`src/rtl/fetch_stage_pkg.sv`:
```
// Shared fetch-path types: redirect select, fetch request FSM states and the IF->ID payload.
package rv32imc_types;

  typedef enum logic {
    pc_next   = 1'b0,
    pc_offset = 1'b1
  } pc_mux_t;

  typedef enum logic [1:0] {
    IDLE = 2'd0,
    WAIT = 2'd1,
    DROP = 2'd2
  } fetch_state_t;

  typedef struct packed {
    logic        valid;
    logic [31:0] pc;
    logic [31:0] inst;
    logic [63:0] order;
  } if_stage_t;

  localparam logic [3:0] RMASK_WORD = 4'hF;
  localparam logic [3:0] RMASK_NONE = 4'h0;

endpackage

```
`src/rtl/fetch_queue.sv`:
```
// Circular FIFO holding fetched {pc, inst} pairs; clear beats push and pop.
module fetch_queue #(
  parameter int DEPTH = 2,
  parameter int WIDTH = 64
) (
  input  logic                     clk,
  input  logic                     rst,
  input  logic                     clear_i,
  input  logic                     push_i,
  input  logic                     pop_i,
  input  logic [WIDTH-1:0]         wdata_i,
  output logic [WIDTH-1:0]         rdata_o,
  output logic                     full_o,
  output logic                     empty_o,
  output logic [$clog2(DEPTH):0]   count_o
);

  localparam int AW = $clog2(DEPTH);
  localparam int CW = AW + 1;

  logic [WIDTH-1:0] mem_q [DEPTH];
  // Pointers carry one extra wrap bit so full and empty are distinguishable.
  logic [AW:0]      wr_ptr_q, wr_ptr_d;
  logic [AW:0]      rd_ptr_q, rd_ptr_d;

  always_comb begin
    wr_ptr_d = wr_ptr_q;
    rd_ptr_d = rd_ptr_q;
    if (clear_i) begin
      wr_ptr_d = '0;
      rd_ptr_d = '0;
    end else begin
      if (push_i) wr_ptr_d = wr_ptr_q + 1'b1;
      if (pop_i)  rd_ptr_d = rd_ptr_q + 1'b1;
    end
  end

  always_ff @(posedge clk) begin
    if (rst) begin
      wr_ptr_q <= '0;
      rd_ptr_q <= '0;
    end else begin
      wr_ptr_q <= wr_ptr_d;
      rd_ptr_q <= rd_ptr_d;
    end
  end

  always_ff @(posedge clk) begin
    if (push_i && !clear_i) mem_q[wr_ptr_q[AW-1:0]] <= wdata_i;
  end

  assign count_o = wr_ptr_q - rd_ptr_q;
  assign empty_o = (wr_ptr_q == rd_ptr_q);
  assign full_o  = (count_o == CW'(DEPTH));
  assign rdata_o = mem_q[rd_ptr_q[AW-1:0]];

endmodule

```
`src/rtl/fetch_stage.sv`:
```
// Instruction fetch: fetch PC, single-outstanding imem request FSM, instruction queue to decode.
module fetch_stage
  import rv32imc_types::*;
#(
  parameter logic [31:0] RESET_PC    = 32'h1eceb000,
  parameter int          QUEUE_DEPTH = 2
) (
  input  logic        clk,
  input  logic        rst,
  input  pc_mux_t     i_pc_mux,
  input  logic [31:0] i_pc_offset,
  input  logic        i_flush,
  input  logic        if_stall,
  output logic [31:0] imem_addr,
  output logic [3:0]  imem_rmask,
  input  logic [31:0] imem_rdata,
  input  logic        imem_resp,
  output if_stage_t   if_stage_reg
);

  localparam int CW = $clog2(QUEUE_DEPTH) + 1;

  fetch_state_t state_q;
  logic [31:0]  fetch_pc_q, fetch_pc_d;
  logic [31:0]  req_pc_q;
  logic [63:0]  order_q, order_d;
  logic         issued_q;

  logic          issue, push, pop;
  logic [63:0]   q_head;
  logic          q_full, q_empty;
  logic [CW-1:0] q_count;

  // Only IDLE may issue, so queue occupancy alone bounds queue + outstanding.
  assign issue = !rst && (state_q == IDLE) && !i_flush && (q_count < CW'(QUEUE_DEPTH));
  assign push  = (state_q == WAIT) && imem_resp && !i_flush;
  assign pop   = !q_empty && !if_stall && !i_flush;

  assign imem_rmask = issue ? RMASK_WORD : RMASK_NONE;
  assign imem_addr  = (state_q == IDLE) ? fetch_pc_q : req_pc_q;

  always_comb begin
    fetch_pc_d = fetch_pc_q;
    if (i_flush)   fetch_pc_d = i_pc_offset;
    else if (push) fetch_pc_d = req_pc_q + 32'd4;
  end

  assign order_d = order_q + 64'(pop);

  always_ff @(posedge clk) begin
    if (rst) begin
      state_q    <= IDLE;
      fetch_pc_q <= RESET_PC;
      req_pc_q   <= RESET_PC;
      order_q    <= '0;
      issued_q   <= 1'b0;
    end else begin
      fetch_pc_q <= fetch_pc_d;
      order_q    <= order_d;
      if (issue) begin
        req_pc_q <= fetch_pc_q;
        issued_q <= 1'b1;
      end
      case (state_q)
        IDLE: if (issue) state_q <= WAIT;
        // A redirect racing the response still retires the request, just without its data.
        WAIT: begin
          if (i_flush)        state_q <= imem_resp ? IDLE : DROP;
          else if (imem_resp) state_q <= IDLE;
        end
        DROP: if (imem_resp) state_q <= IDLE;
        default: state_q <= IDLE;
      endcase
    end
  end

  fetch_queue #(
    .DEPTH (QUEUE_DEPTH),
    .WIDTH (64)
  ) u_queue (
    .clk     (clk),
    .rst     (rst),
    .clear_i (i_flush),
    .push_i  (push),
    .pop_i   (pop),
    .wdata_i ({req_pc_q, imem_rdata}),
    .rdata_o (q_head),
    .full_o  (q_full),
    .empty_o (q_empty),
    .count_o (q_count)
  );

  always_comb begin
    if_stage_reg = '0;
    if (!q_empty) begin
      if_stage_reg.valid = 1'b1;
      if_stage_reg.pc    = q_head[63:32];
      if_stage_reg.inst  = q_head[31:0];
      if_stage_reg.order = order_q;
    end
  end

  a_flush_qualifies_mux: assert property (@(posedge clk) disable iff (rst)
    i_flush == (i_pc_mux == pc_offset));

  a_no_resp_in_idle: assert property (@(posedge clk) disable iff (rst)
    !(imem_resp && (state_q == IDLE) && issued_q));

  a_no_push_when_full: assert property (@(posedge clk) disable iff (rst)
    !(push && q_full && !pop));

endmodule

```
`config.mk`:
```
export PLATFORM = sky130hd
export DESIGN_NAME = fetch_stage
export DESIGN_NICKNAME = d
export VERILOG_FILES = /design/src/rtl/fetch_stage_pkg.sv /design/src/rtl/fetch_queue.sv /design/src/rtl/fetch_stage.sv
export SDC_FILE = /design/constraint.sdc
export NUM_CORES = 1
export LEC_CHECK = 0
export ABC_AREA = 1
export BUFFER_PORTS_ARGS = -buffer_cell sky130_fd_sc_hd__buf_4
export CORE_MARGIN = 1.5
export CORE_UTILIZATION = 43
export CTS_BUF_LIST = sky130_fd_sc_hd__clkbuf_16
export CTS_CLUSTER_DIAMETER = 30
export DETAILED_ROUTE_END_ITERATION = 8
export SLEW_MARGIN = 30
export SYNTH_ARGS = -nofsm -noshare
export SYNTH_HDL_FRONTEND = slang
export SYNTH_SLANG_ARGS = --single-unit
```
`constraint.sdc`:
```
create_clock -name clk -period 6.3 [get_ports clk]
set_input_delay 0.945 -clock clk [delete_from_list [all_inputs] [get_ports clk]]
set_output_delay 0.945 -clock clk [all_outputs]
set_load 0.02 [all_outputs]
```
Word level (Yosys, flattened, before mapping)
Memories as Yosys holds them, arrays and structs flattened. A register that Yosys moved wholly into a read port is not among the register bits. Cells that the tools add are included.

Flip-flop bits (word level): 134. Bits in read-only memories: 0. Bits in writable memories: 128. Input bits: 70. Memories: 1. Output and inout port bits: 165. Latch bits: 0.

Add/subtract/negate cells: 5. Divide/modulo/power cells: 0. Equal/unequal tests: 4. Reduce and logical (&&, ||, !) cells: 15. Multiplexer cells: 14. Magnitude comparators: 1. Bitwise operators: 0. Shift operators: 0. $mul: 0.

Memories: u_queue.mem_q (depth 2, width 64, read ports 1, clocked after memory_dff 1, write ports 1, RTL line fetch_queue.sv:21) `logic [WIDTH-1:0] mem_q [DEPTH];`.

Operators with widths (number): 129-bit 2-to-1 mux (1); 32-bit 2-to-1 mux (3); 64-bit by 1-bit adder with 64-bit output (1); 32-bit by 3-bit adder with 32-bit output (second input constant) (1); 1-bit logical AND (8); 2-bit 2-to-1 mux (4); 2-bit case mux with 3 select lines (1); 2-bit by 1-bit adder with 2-bit output (second input constant) (2); 1-bit zero test (4); 1-bit 2-to-1 mux (4); 4-bit 2-to-1 mux (1); 2-bit by 1-bit equality test with 1-bit output (second input constant) (1); 2-bit equality test (1); 2-bit equality test (second input constant) (1); 2-bit zero test (1); 2-bit less-than comparator (second input constant) (1); 2-bit != test (second input constant) (1); 2-bit nonzero test (1); 2-bit OR reduction (1); 2-bit subtractor (1).

Depth between registers and ports, before layout
Gate-level depths: netlist of run 1.

Depth after elaboration: 6. Mapped depth: 15.

By module
A second synthesis of run 1 with hierarchy kept.

Cell total of the unflattened synthesis: 1800. Area total of the unflattened synthesis: 13480.4 µm².

By module, submodules not included: fetch_stage (area each 8132.8 µm², instances 1, cells each 1425, seq. area each 2602.5 µm²); fetch_queue (area each 5347.6 µm², instances 1, cells each 375, seq. area each 3943.8 µm²).

Worst setup path after synthesis of run 1
No wires, ideal clock.

Path type: input to register. Start: input i_flush. End: memory u_queue.mem_q[0][0] (enable). Setup slack: 1581 ps. Arrival: 4232 ps. Required time: 5812 ps. Stages on the path: 4. Path through: buf_2 -> nor2_1 -> inv_2 -> nor2_1.

Longest elaborated chain between the ends: 5.

RTL lines: from (decl) (RTL line fetch_stage.sv:12) `input logic i_flush,`; 1-bit zero test (*) (RTL line fetch_queue.sv:49, fetch_stage.sv:36); 1-bit logical AND (RTL line fetch_stage.sv:36) `assign push = (state_q == WAIT) && imem_resp && !i_flush;`; 1-bit logical AND (*) (RTL line fetch_queue.sv:49) `if (push_i && !clear_i) mem_q[wr_ptr_q[AW-1:0]] <= wdata_i;`; 1-bit 2-to-1 mux (*) (RTL line fetch_queue.sv:49); 1-bit 2-to-1 mux (not written as such) (*) (RTL line fetch_queue.sv:49); to (decl) (RTL line fetch_queue.sv:21).

Mark *: on every way between the ends. The rest lies on a longest branch, timed or not.

==> reports/metrics.cfg, run 1 <==
[run_status]
outcome = finished, final reports clean

[floorplan]
die_w_um = 178
die_h_um = 178
pin_count = 235
dieArea_mm2 = 0.0316
core-area_mm2 = 0.0299
row_count = 63
initial_core_util = 0.439

[synthesis]
ys_types = 36
synth_edf_count = 128
synth_nets = 1741
synthCells = 1666
yosys.area.top_type = edfxtp_1
yosysTopAreaCellShare = 0.293
netlist_top_cells_area = edfxtp_1, dfxtp_1, nand2_1
ys_warn_count = 0
syn_area_mm2 = 0.0131
async_flop_share = 0
synth_area_per_cell_um2 = 7.88
yosysMostFrequentCell = nand2_1
ys.flop_type = dfxtp_1
ys_ff_latch = 263
synthTopCellsByCount = nand2_1, inv_1, nor2_1
synth-seq-area-share = 0.499

[clocking]
clock-sinks = 263
cts_setup_buffers = 0
cts_resized = 0
htree_levels = 2
clock_path_buffers = 3
cts_tree = built
cts_buffers = 61
insertion_delay_ns = 0.58
path_clk_slew_ns = 0.04
cts_hold_repair.buffers = 0
cts_root_buffer = clkbuf_16

[critical_path]
path_class = reg2out
crit_fanout = 73
required_ns = 5.35
cp-end-kind = output pin
worst-endpoint-arrival_ns = 3.05
r2r_slack_ns = 2.85
startpoint_type = flip-flop

[global_route]
overflow = 0
grt_use_met1 = 0.346
use_met2 = 0.350
first_global_vias = 10800
grtUsageTotal = 0.233
antenna_found_initial = 0
grt_pass1_wl_mm = 57.5
gr-usage-met3 = 0.0362
grt.busiest_layer = met2
grt_max_degree = 92

[detailed_routing]
antenna_violating_nets_post_route = 0
drt-pass1-iter-count = 5
wl_mm = 37.8
drtIter0Drc = 978
num_vias = 11800
post-route-drc-count = 0
via_per_inst = 4.99
routedWlPerCell_um = 16.1

[finish]
drive_above_1_share = 0.229
nets = 1987
fin_area_mm2 = 0.0175
instances_no_fill = 2354
diodes = 0
area_growth_pct = 33.3
fill_cells = 2779
final_util = 0.585

[timing]
timing.final.crit_share = 0.634
slew_violations = 0
fin_crit_ns = 3.99
worstMarginPinSlew_ns = 0.899
setup_viol = 0
rsz0062_at_grt = no
fin_skew_ns = 0.0259
slew_headroom = 0.400
hold_viol = 0
max_freq_ghz = 0.250
fin_setup_tns_ns = 0

[place]
place_hpwl_mm = 26.6
place_area_mm2 = 0.0152
placedCellCount = 2239
port_buffers = 233
gp_congestion = 0.900

[flow_run]
drv_cap = 0

[pwr]
irDropWorstVdd_mv = 0.214
p_leak_nw = 7.54
power_switching_w = 0.00124
comb_power_share = 0.053
power.density_mw_per_mm2 = 323
p_int_w = 0.00440
switching_share = 0.219
power_frac_seq = 0.335
p_clk_frac = 0.613

[hold_path]
min_path_type = reg2reg

kinds of logic (layout without fill, tap and decap cells):
| group | Yosys count | count (layout) | share of synthesized area |
|---|---|---|---|
| xor+xnor | 20 | 20 | 0.0133 |
| mux | 64 | 64 | 0.0549 |
| compound gates | 211 | 211 | 0.0861 |
| flops | 263 | 263 | 0.499 |
| fa+ha+maj | 5 | 5 | 0.00477 |
| simple gates | 806 | 806 | 0.254 |
| buf+inv | 297 | 595 | 0.0881 |
critical path, cell delays in order (launching register included):
cell,delay [ns]
dfxtp_1,0.38
inv_1,0.12
ha_1,0.32
nand3_4,0.58
buf_4,0.63
nand2_1,0.18
inv_1,0.09
buf_4,0.13
placed cells by master (no fill, tap or decap), types with 2 or more instances in the layout:
| master | instances |
|---|---|
| a21oi_1 | 96 |
| a22o_1 | 6 |
| a31oi_1 | 13 |
| buf_4 | 242 |
| bufinv_16 | 17 |
| clkbuf_16 | 61 |
| clkinv_1 | 6 |
| clkinv_2 | 7 |
| clkinv_4 | 7 |
| clkinv_8 | 2 |
| clkinvlp_4 | 9 |
| dfxtp_1 | 134 |
| edfxtp_1 | 128 |
| ha_1 | 5 |
| inv_1 | 235 |
| inv_2 | 7 |
| mux2_2 | 64 |
| nand2_1 | 497 |
| nand2_2 | 6 |
| nand2_4 | 2 |
| nand3_1 | 57 |
| nand3_4 | 2 |
| nand4_1 | 19 |
| nor2_1 | 172 |
| nor2_2 | 11 |
| nor2_4 | 9 |
| nor3_1 | 14 |
| nor3b_1 | 3 |
| o211ai_1 | 13 |
| o21ai_0 | 81 |
| or2_0 | 11 |
| xnor2_1 | 4 |
| xor2_1 | 16 |
through the flow:
step | setup WS, ns | power [W] | hold slack (ns)
6_report | 2.31 | 0.00564 | 0.480
4_1_cts | 2.24 | 0.00567 | 0.478
5_1_grt | 2.08 | 0.00580 | 0.494
2_1_floorplan | 1.58 | 0.00207 | 0.448
3_5_place_dp | 2.75 | 0.00221 | 0.471
3_3_place_gp | 2.77 | 0.00220 | 0.466
metal layers:
metal,wire (µm),vias to the layer above,share of wire
li1,-,5856,-
met1,18200,5420,0.48
met2,16200,416,0.43
met3,2760,58,0.073
met4,711,0,0.019
met5,0,-,0
power by group through the flow:
stage	sequential (W)	clock (W)	combinational, W
after floorplan	0.00190	0	0.000177
after global placement	0.00191	0	0.000291
after detailed placement	0.00192	0	0.000295
after CTS	0.00189	0.00349	0.000297
after global routing	0.00189	0.00358	0.000325
final	0.00189	0.00346	0.000297
layout make-up:
class                           count  area [µm²]  area share
Multi-Input combinational cell   1106        5450       0.312
Inverter                          237         891      0.0509
Timing Repair Buffer              243        1830       0.105
Clock inverter                     54         756      0.0432
Clock buffer                       61        1530      0.0873
Tap cell                          390         488      0.0279
Sequential cell                   263        6550       0.374
worst paths after layout:
kind	from	end	cells past startpoint
worst max-delay path	u_queue.wr_ptr_q[0]	if_stage_reg[107]	7
worst max register to register	u_queue.wr_ptr_q[0]	order_q[60]	12
worst min-delay path	order_q[32]	order_q[32]	2
worst min register to register	order_q[32]	order_q[32]	2
registers in the layout (all words and copies together), names as in the netlist, named ones only:
name / flops
u_queue.mem_q: 128
order_q: 64
state_q: 2
fetch_pc_q: 32
req_pc_q: 32
u_queue.rd_ptr_q: 2
u_queue.wr_ptr_q: 2
Power figures use the tool's default switching activity.
==> inputs of run 2 (changes only) <==
--- a/config.mk
+++ b/config.mk
@@ -5,13 +5,14 @@
 export SDC_FILE = /design/constraint.sdc
 export NUM_CORES = 1
 export LEC_CHECK = 0
-export ABC_AREA = 1
+export ABC_AREA = 0
 export BUFFER_PORTS_ARGS = -buffer_cell sky130_fd_sc_hd__buf_4
 export CORE_MARGIN = 1.5
 export CORE_UTILIZATION = 43
 export CTS_BUF_LIST = sky130_fd_sc_hd__clkbuf_16
 export CTS_CLUSTER_DIAMETER = 30
 export DETAILED_ROUTE_END_ITERATION = 8
+export PLACE_DENSITY = 0.67
 export SLEW_MARGIN = 30
 export SYNTH_ARGS = -nofsm -noshare
 export SYNTH_HDL_FRONTEND = slang
==> constraint.sdc (replaced) <==
create_clock -name clk -period 3.6 [get_ports clk]
set_input_delay 0.54 -clock clk [delete_from_list [all_inputs] [get_ports clk]]
set_output_delay 0.54 -clock clk [all_outputs]
set_load 0.02 [all_outputs]
==> reports/metrics.cfg, run 2 <==
[critical_path]
worst-endpoint-arrival_ns = 2.82  ; was 3.05 ns
path_class = reg2out  ; unchanged
r2r_cells = 11  ; was 12
crit_fanout = 75  ; was 73
startpoint_type = flip-flop  ; unchanged
cp-startpoint = u_queue.wr_ptr_q[0]  ; unchanged
rr_startpoint = u_queue.wr_ptr_q[0]  ; unchanged
cp-end-kind = output pin  ; unchanged
required_ns = 3.06  ; was 5.35 ns

[clocking]
cts_root_buffer = clkbuf_16  ; unchanged
path_clk_slew_ns = 0.05  ; was 0.04 ns
cts_hold_repair.buffers = 0  ; unchanged
clock_path_buffers = 3  ; unchanged
cts_tree = built  ; unchanged
insertion_delay_ns = 0.57  ; was 0.58 ns
clock-sinks = 263  ; unchanged
cts_buffers = 54  ; was 61
htree_levels = 2  ; unchanged

[pwr]
irDropWorstVdd_mv = 0.366  ; was 0.214 mV
p_leak_nw = 6.07  ; was 7.54 nW
power.density_mw_per_mm2 = 537  ; was 323 mW/mm²

[floorplan]
row_count = 61  ; was 63
die_h_um = 170  ; was 178 µm
core-area_mm2 = 0.0276  ; was 0.0299 mm²
initial_core_util = 0.435  ; was 0.439
dieArea_mm2 = 0.0290  ; was 0.0316 mm²
pin_count = 235  ; unchanged
die_w_um = 170  ; was 178 µm

[detailed_routing]
antenna_violating_nets_post_route = 0  ; unchanged
num_vias = 9651  ; was 11,800
via_per_inst = 5.20  ; was 4.99
drtIter0Drc = 570  ; was 978
routedWlPerCell_um = 16.8  ; was 16.1 µm
drt-pass1-iter-count = 6  ; was 5
post-route-drc-count = 0  ; unchanged
wl_mm = 31.2  ; was 37.8 mm

[synthesis]
synth_area_per_cell_um2 = 10.1  ; was 7.88 µm²
async_flop_share = 0  ; unchanged
ys_ff_latch = 263  ; unchanged
synth_edf_count = 128  ; unchanged
yosys.area.top_type = edfxtp_1  ; unchanged
synthCells = 1195  ; was 1,666
ys.flop_type = dfxtp_1  ; unchanged
ys_types = 54  ; was 36
syn_area_mm2 = 0.0120  ; was 0.0131 mm²
netlist_top_cells_area = edfxtp_1, dfxtp_1, mux2i_1  ; was edfxtp_1, dfxtp_1, nand2_1
ys_warn_count = 0  ; unchanged
yosysMostFrequentCell = nor2_1  ; was nand2_1
synth-seq-area-share = 0.544  ; was 0.499
synth_nets = 1270  ; was 1,741
synthTopCellsByCount = nor2_1, dfxtp_1, edfxtp_1  ; was nand2_1, inv_1, nor2_1
yosysTopAreaCellShare = 0.320  ; was 0.293

[place]
port_buffers = 233  ; unchanged
place_hpwl_mm = 19.8  ; was 26.6 mm
gp_congestion = 0.827  ; was 0.900
placedCellCount = 1754  ; was 2,239
pre_cts_ws_ns = 0.322  ; was 2.75 ns

[flow_run]
drv_cap = 0  ; unchanged

[timing]
worstMarginPinSlew_ns = 0.832  ; was 0.899 ns
slew_headroom = 0.445  ; was 0.400
fin_setup_tns_ns = 0  ; unchanged
slew_violations = 0  ; unchanged
fin_skew_ns = 0.0219  ; was 0.0259 ns
fin_ws_ns = 0.235  ; was 2.31 ns
rsz0062_at_grt = no  ; unchanged
max_freq_ghz = 0.297
hold_viol = 0  ; unchanged
fin_crit_ns = 3.36
timing.final.crit_share = 0.935
setup_viol = 0  ; unchanged

[run_status]
outcome = finished, final reports clean  ; unchanged

[finish]
multi_input_area_mm2 = 0.00510  ; was 0.00545 mm²
layout.area.seq_mm2 = 0.00655  ; about the same
final_util = 0.580  ; was 0.585
final_common_cell = buf_4  ; was nand2_1
layout_common_cells = buf_4, nor2_1, dfxtp_1  ; was nand2_1, buf_4, inv_1
drive_above_1_share = 0.261  ; was 0.229
instances_no_fill = 1855  ; was 2,354
largest_register_ffs = 128  ; unchanged
area_growth_pct = 33.2  ; was 33.3%
fill_cells = 2388  ; was 2,779
nets = 1507  ; was 1,987

[global_route]
grt_pass1_wl_mm = 48.3  ; was 57.5 mm
grtUsageTotal = 0.210  ; was 0.233
antenna_found_initial = 1  ; was 0
grt_max_degree = 79  ; was 92
first_global_vias = 9330  ; was 10,800
overflow = 0  ; unchanged

[hold_path]
min-delay-start = imem_rdata[17]  ; was order_q[32]
min_path_cells = 1  ; was 2
min_path_type = in2reg  ; was reg2reg

==> run 2: cell count changes in the layout (fill, tap and decap cells not counted), moves of 14 or more <==
cell	before	now
a21oi_1	96	79
and2_1	1	56
inv_1	235	28
mux2_2	64	29
mux2i_1	0	66
nand2_1	497	117
nand3_1	57	42
o21ai_0	81	35
o31ai_1	0	21
or3_1	0	18
or4_1	0	19
xnor2_1	4	28
xor2_1	16	30
==> run 2: through the flow <==
step / hold slack, ns / total power, W / instance area, µm²
after floorplan: 0.424 / 0.00351 / 12000
after global routing: 0.143 / 0.00887 / 16000
after CTS: 0.141 / 0.00868 / 16000
after detailed placement: 0.459 / 0.00370 / 14200
after global placement: 0.451 / 0.00369 / 14200
final: 0.163 / 0.00861 / 16000
==> run 2: logic make-up (layout without fill, tap and decap cells) <==
group	Yosys count	after routing	share of synthesized area
fa+ha+maj	5	5	0.00520
simple gates	520	520	0.215
other cells	0	1	0
mux	95	95	0.0821
flops	263	263	0.544
buf+inv	93	374	0.0337
xor+xnor	58	58	0.0423
compound gates	161	161	0.0776
==> run 2: worst paths after layout <==
path                            slack, ns                   end
worst max-delay path                 0.24       if_stage_reg[7]
worst min-delay path                 0.16  u_queue.mem_q[0][17]
worst max register to register       0.24           order_q[54]
worst min register to register       0.45          req_pc_q[31]
==> run 2: layout make-up <==
class / instances / share of cell area
Sequential cell: 263 / 0.409
Inverter: 17 / 0.00398
Clock inverter: 46 / 0.0312
Antenna cell: 1 / 0.000156
Clock buffer: 54 / 0.0844
Timing Repair Buffer: 257 / 0.124
Multi-Input combinational cell: 839 / 0.318
Tap cell: 378 / 0.0295
==> run 2: critical path, stage by stage, from the launching register on <==
cell and delay, ns:
dfxtp_1 0.40, inv_1 0.11, ha_1 0.28, and2_4 0.14
buf_6 0.53, inv_1 0.09, buf_4 0.29, and2_2 0.26
buf_4 0.15
==> run 2: per-layer routing <==
metal  global-route usage  routed length (µm)  vias to the layer above
met5                    0                   0                        -
li1                     -                   -                     4735
met4               0.0766                 794                        0
met3               0.0542                2390                       59
met1                0.259               13400                     4569
met2                0.353               14600                      288
==> run 2: power by group <==
group	internal, W	total, W	switching, W
logic	0.000176	0.000404	0.000228
registers	0.00319	0.00324	0.0000497
clock network	0.00336	0.00497	0.00160
total	0.00673	0.00861	0.00188
==> run 2: timing repair <==
item / 4_1_cts / 5_1_grt
resized for setup: 1 / 0
endpoints found under the setup margin: 5 / 0
buffers inserted: 0 / 0
==> inputs of run 3 (changes only) <==
--- a/config.mk
+++ b/config.mk
@@ -9,7 +9,6 @@
 export BUFFER_PORTS_ARGS = -buffer_cell sky130_fd_sc_hd__buf_4
 export CORE_MARGIN = 1.5
 export CORE_UTILIZATION = 43
-export CTS_BUF_LIST = sky130_fd_sc_hd__clkbuf_16
 export CTS_CLUSTER_DIAMETER = 30
 export DETAILED_ROUTE_END_ITERATION = 8
 export PLACE_DENSITY = 0.67
==> reports/metrics.cfg, run 3 (same netlist as run 2, synthesis figures left out) <==
[timing]
max_freq_ghz = 0.297  ; about the same
rsz0062_at_grt = no  ; unchanged
hold_viol = 0  ; unchanged
timing.final.crit_share = 0.934  ; was 0.935
worstMarginPinSlew_ns = 0.825  ; was 0.832 ns
fin_crit_ns = 3.36  ; about the same
fin_skew_ns = 0.0232  ; was 0.0219 ns
whs_ns = 0.162  ; was 0.163 ns
slew_violations = 0  ; unchanged
slew_headroom = 0.450  ; was 0.445
setup_viol = 0  ; unchanged
fin_setup_tns_ns = 0  ; unchanged

[global_route]
grt_max_degree = 79  ; unchanged
grtUsageTotal = 0.210  ; unchanged
overflow = 0  ; unchanged
first_global_vias = 9330  ; unchanged
grt_pass1_wl_mm = 48.3  ; unchanged
antenna_found_initial = 1  ; unchanged

[critical_path]
path_class = reg2out  ; unchanged
cp-end-kind = output pin  ; unchanged
worst-endpoint-arrival_ns = 2.82  ; about the same
crit_fanout = 75  ; unchanged
required_ns = 3.06  ; about the same
startpoint_type = flip-flop  ; unchanged

[flow_run]
drv_cap = 0  ; unchanged

[detailed_routing]
post-route-drc-count = 0  ; unchanged
num_vias = 9656  ; was 9,651
wl_mm = 31.2  ; about the same
drtIter0Drc = 578  ; was 570
antenna_violating_nets_post_route = 0  ; unchanged
routedWlPerCell_um = 16.8  ; about the same
drt-pass1-iter-count = 6  ; unchanged
via_per_inst = 5.21  ; was 5.20

[clocking]
cts_tree = built  ; unchanged
cts_root_buffer = clkbuf_16  ; unchanged
htree_levels = 2  ; unchanged
path_clk_slew_ns = 0.05  ; about the same
clock_path_buffers = 3  ; unchanged
cts_buffers = 54  ; unchanged
clock-sinks = 263  ; unchanged
insertion_delay_ns = 0.57  ; about the same
cts_setup_buffers = 0  ; unchanged

[hold_path]
min_path_type = in2reg  ; unchanged

[run_status]
outcome = finished, final reports clean  ; unchanged

[finish]
layout_common_cells = buf_4, nor2_1, dfxtp_1  ; unchanged
area_growth_pct = 33.4  ; was 33.2%
final_common_cell = buf_4  ; unchanged
nets = 1507  ; unchanged
multi_input_area_mm2 = 0.00510  ; unchanged
largest_register_ffs = 128  ; unchanged
drive_above_1_share = 0.262  ; was 0.261
final_util = 0.581  ; was 0.580
layout.area.seq_mm2 = 0.00655  ; unchanged
fill_cells = 2385  ; was 2,388

[pwr]
irDropWorstVdd_mv = 0.367  ; was 0.366 mV
power.density_mw_per_mm2 = 541  ; was 537 mW/mm²
p_leak_nw = 6.03  ; was 6.07 nW

[floorplan]
core-area_mm2 = 0.0276  ; unchanged
dieArea_mm2 = 0.0290  ; unchanged
pin_count = 235  ; unchanged
row_count = 61  ; unchanged
die_w_um = 170  ; unchanged
die_h_um = 170  ; unchanged
initial_core_util = 0.435  ; unchanged

[place]
gp_congestion = 0.827  ; unchanged
place_hpwl_mm = 19.8  ; unchanged
port_buffers = 233  ; unchanged

-- run 3: changes by cell type in the layout (fill, tap and decap cells not counted) --
cell / previous run / this run
clkbuf_8: 0 / 2
inv_1: 28 / 16
clkbuf_1: 0 / 12
clkinv_1: 7 / 5
-- run 3: cell type report --
cell class | instances | share of cell area
clock buffer | 68 | 0.0888
multi-input combinational | 839 | 0.318
inverter | 17 | 0.00398
tap | 378 | 0.0295
clock inverter | 32 | 0.0278
timing repair buffer | 257 | 0.124
sequential | 263 | 0.408
antenna | 1 | 0.000156
-- run 3: routing by layer --
layer  up-vias  track usage  wire, µm
li1       4734            -         -
met1      4569        0.259     13400
met2       294        0.353     14600
met3        59       0.0542      2400
met4         0       0.0766       794
met5         -            0         0
-- run 3: repair_timing --
| item | in CTS | in global routing |
|---|---|---|
| gates resized for setup | 1 | 0 |
| endpoints found under the setup margin | 5 | 0 |
| hold buffers | 0 | 0 |
-- run 3: critical path: stages (launching register included) --
cell	delay [ns]
dfxtp_1	0.40
inv_1	0.11
ha_1	0.28
and2_4	0.14
buf_6	0.53
inv_1	0.09
buf_4	0.29
and2_2	0.26
buf_4	0.15
-- run 3: worst paths after layout --
kind / from / to / slack (ns) / cells past startpoint
hold reg to reg: fetch_pc_q[31] / req_pc_q[31] / 0.45 / 2
setup reg to reg: u_queue.wr_ptr_q[0] / order_q[54] / 0.26 / 11
setup / recovery: u_queue.wr_ptr_q[0] / if_stage_reg[7] / 0.24 / 8
hold / removal: imem_rdata[17] / u_queue.mem_q[0][17] / 0.16 / 1
-- run 3: power breakdown --
part	internal [W]	switching [W]	total, W
clock	0.00344	0.00160	0.00504
combinational	0.000176	0.000228	0.000404
sequential	0.00319	0.0000498	0.00324
-- run 3: metrics by stage --
step | setup WS, ns | power, W | cells | cell area [µm²]
2_1_floorplan | 0.361 | 0.00351 | 1195 | 12000
3_3_place_gp | 0.425 | 0.00369 | 1754 | 14200
3_5_place_dp | 0.322 | 0.00370 | 1754 | 14200
4_1_cts | 0.189 | 0.00876 | 1854 | 16000
5_1_grt | 0.0354 | 0.00895 | 1855 | 16000
6_report | 0.236 | 0.00868 | 1855 | 16000
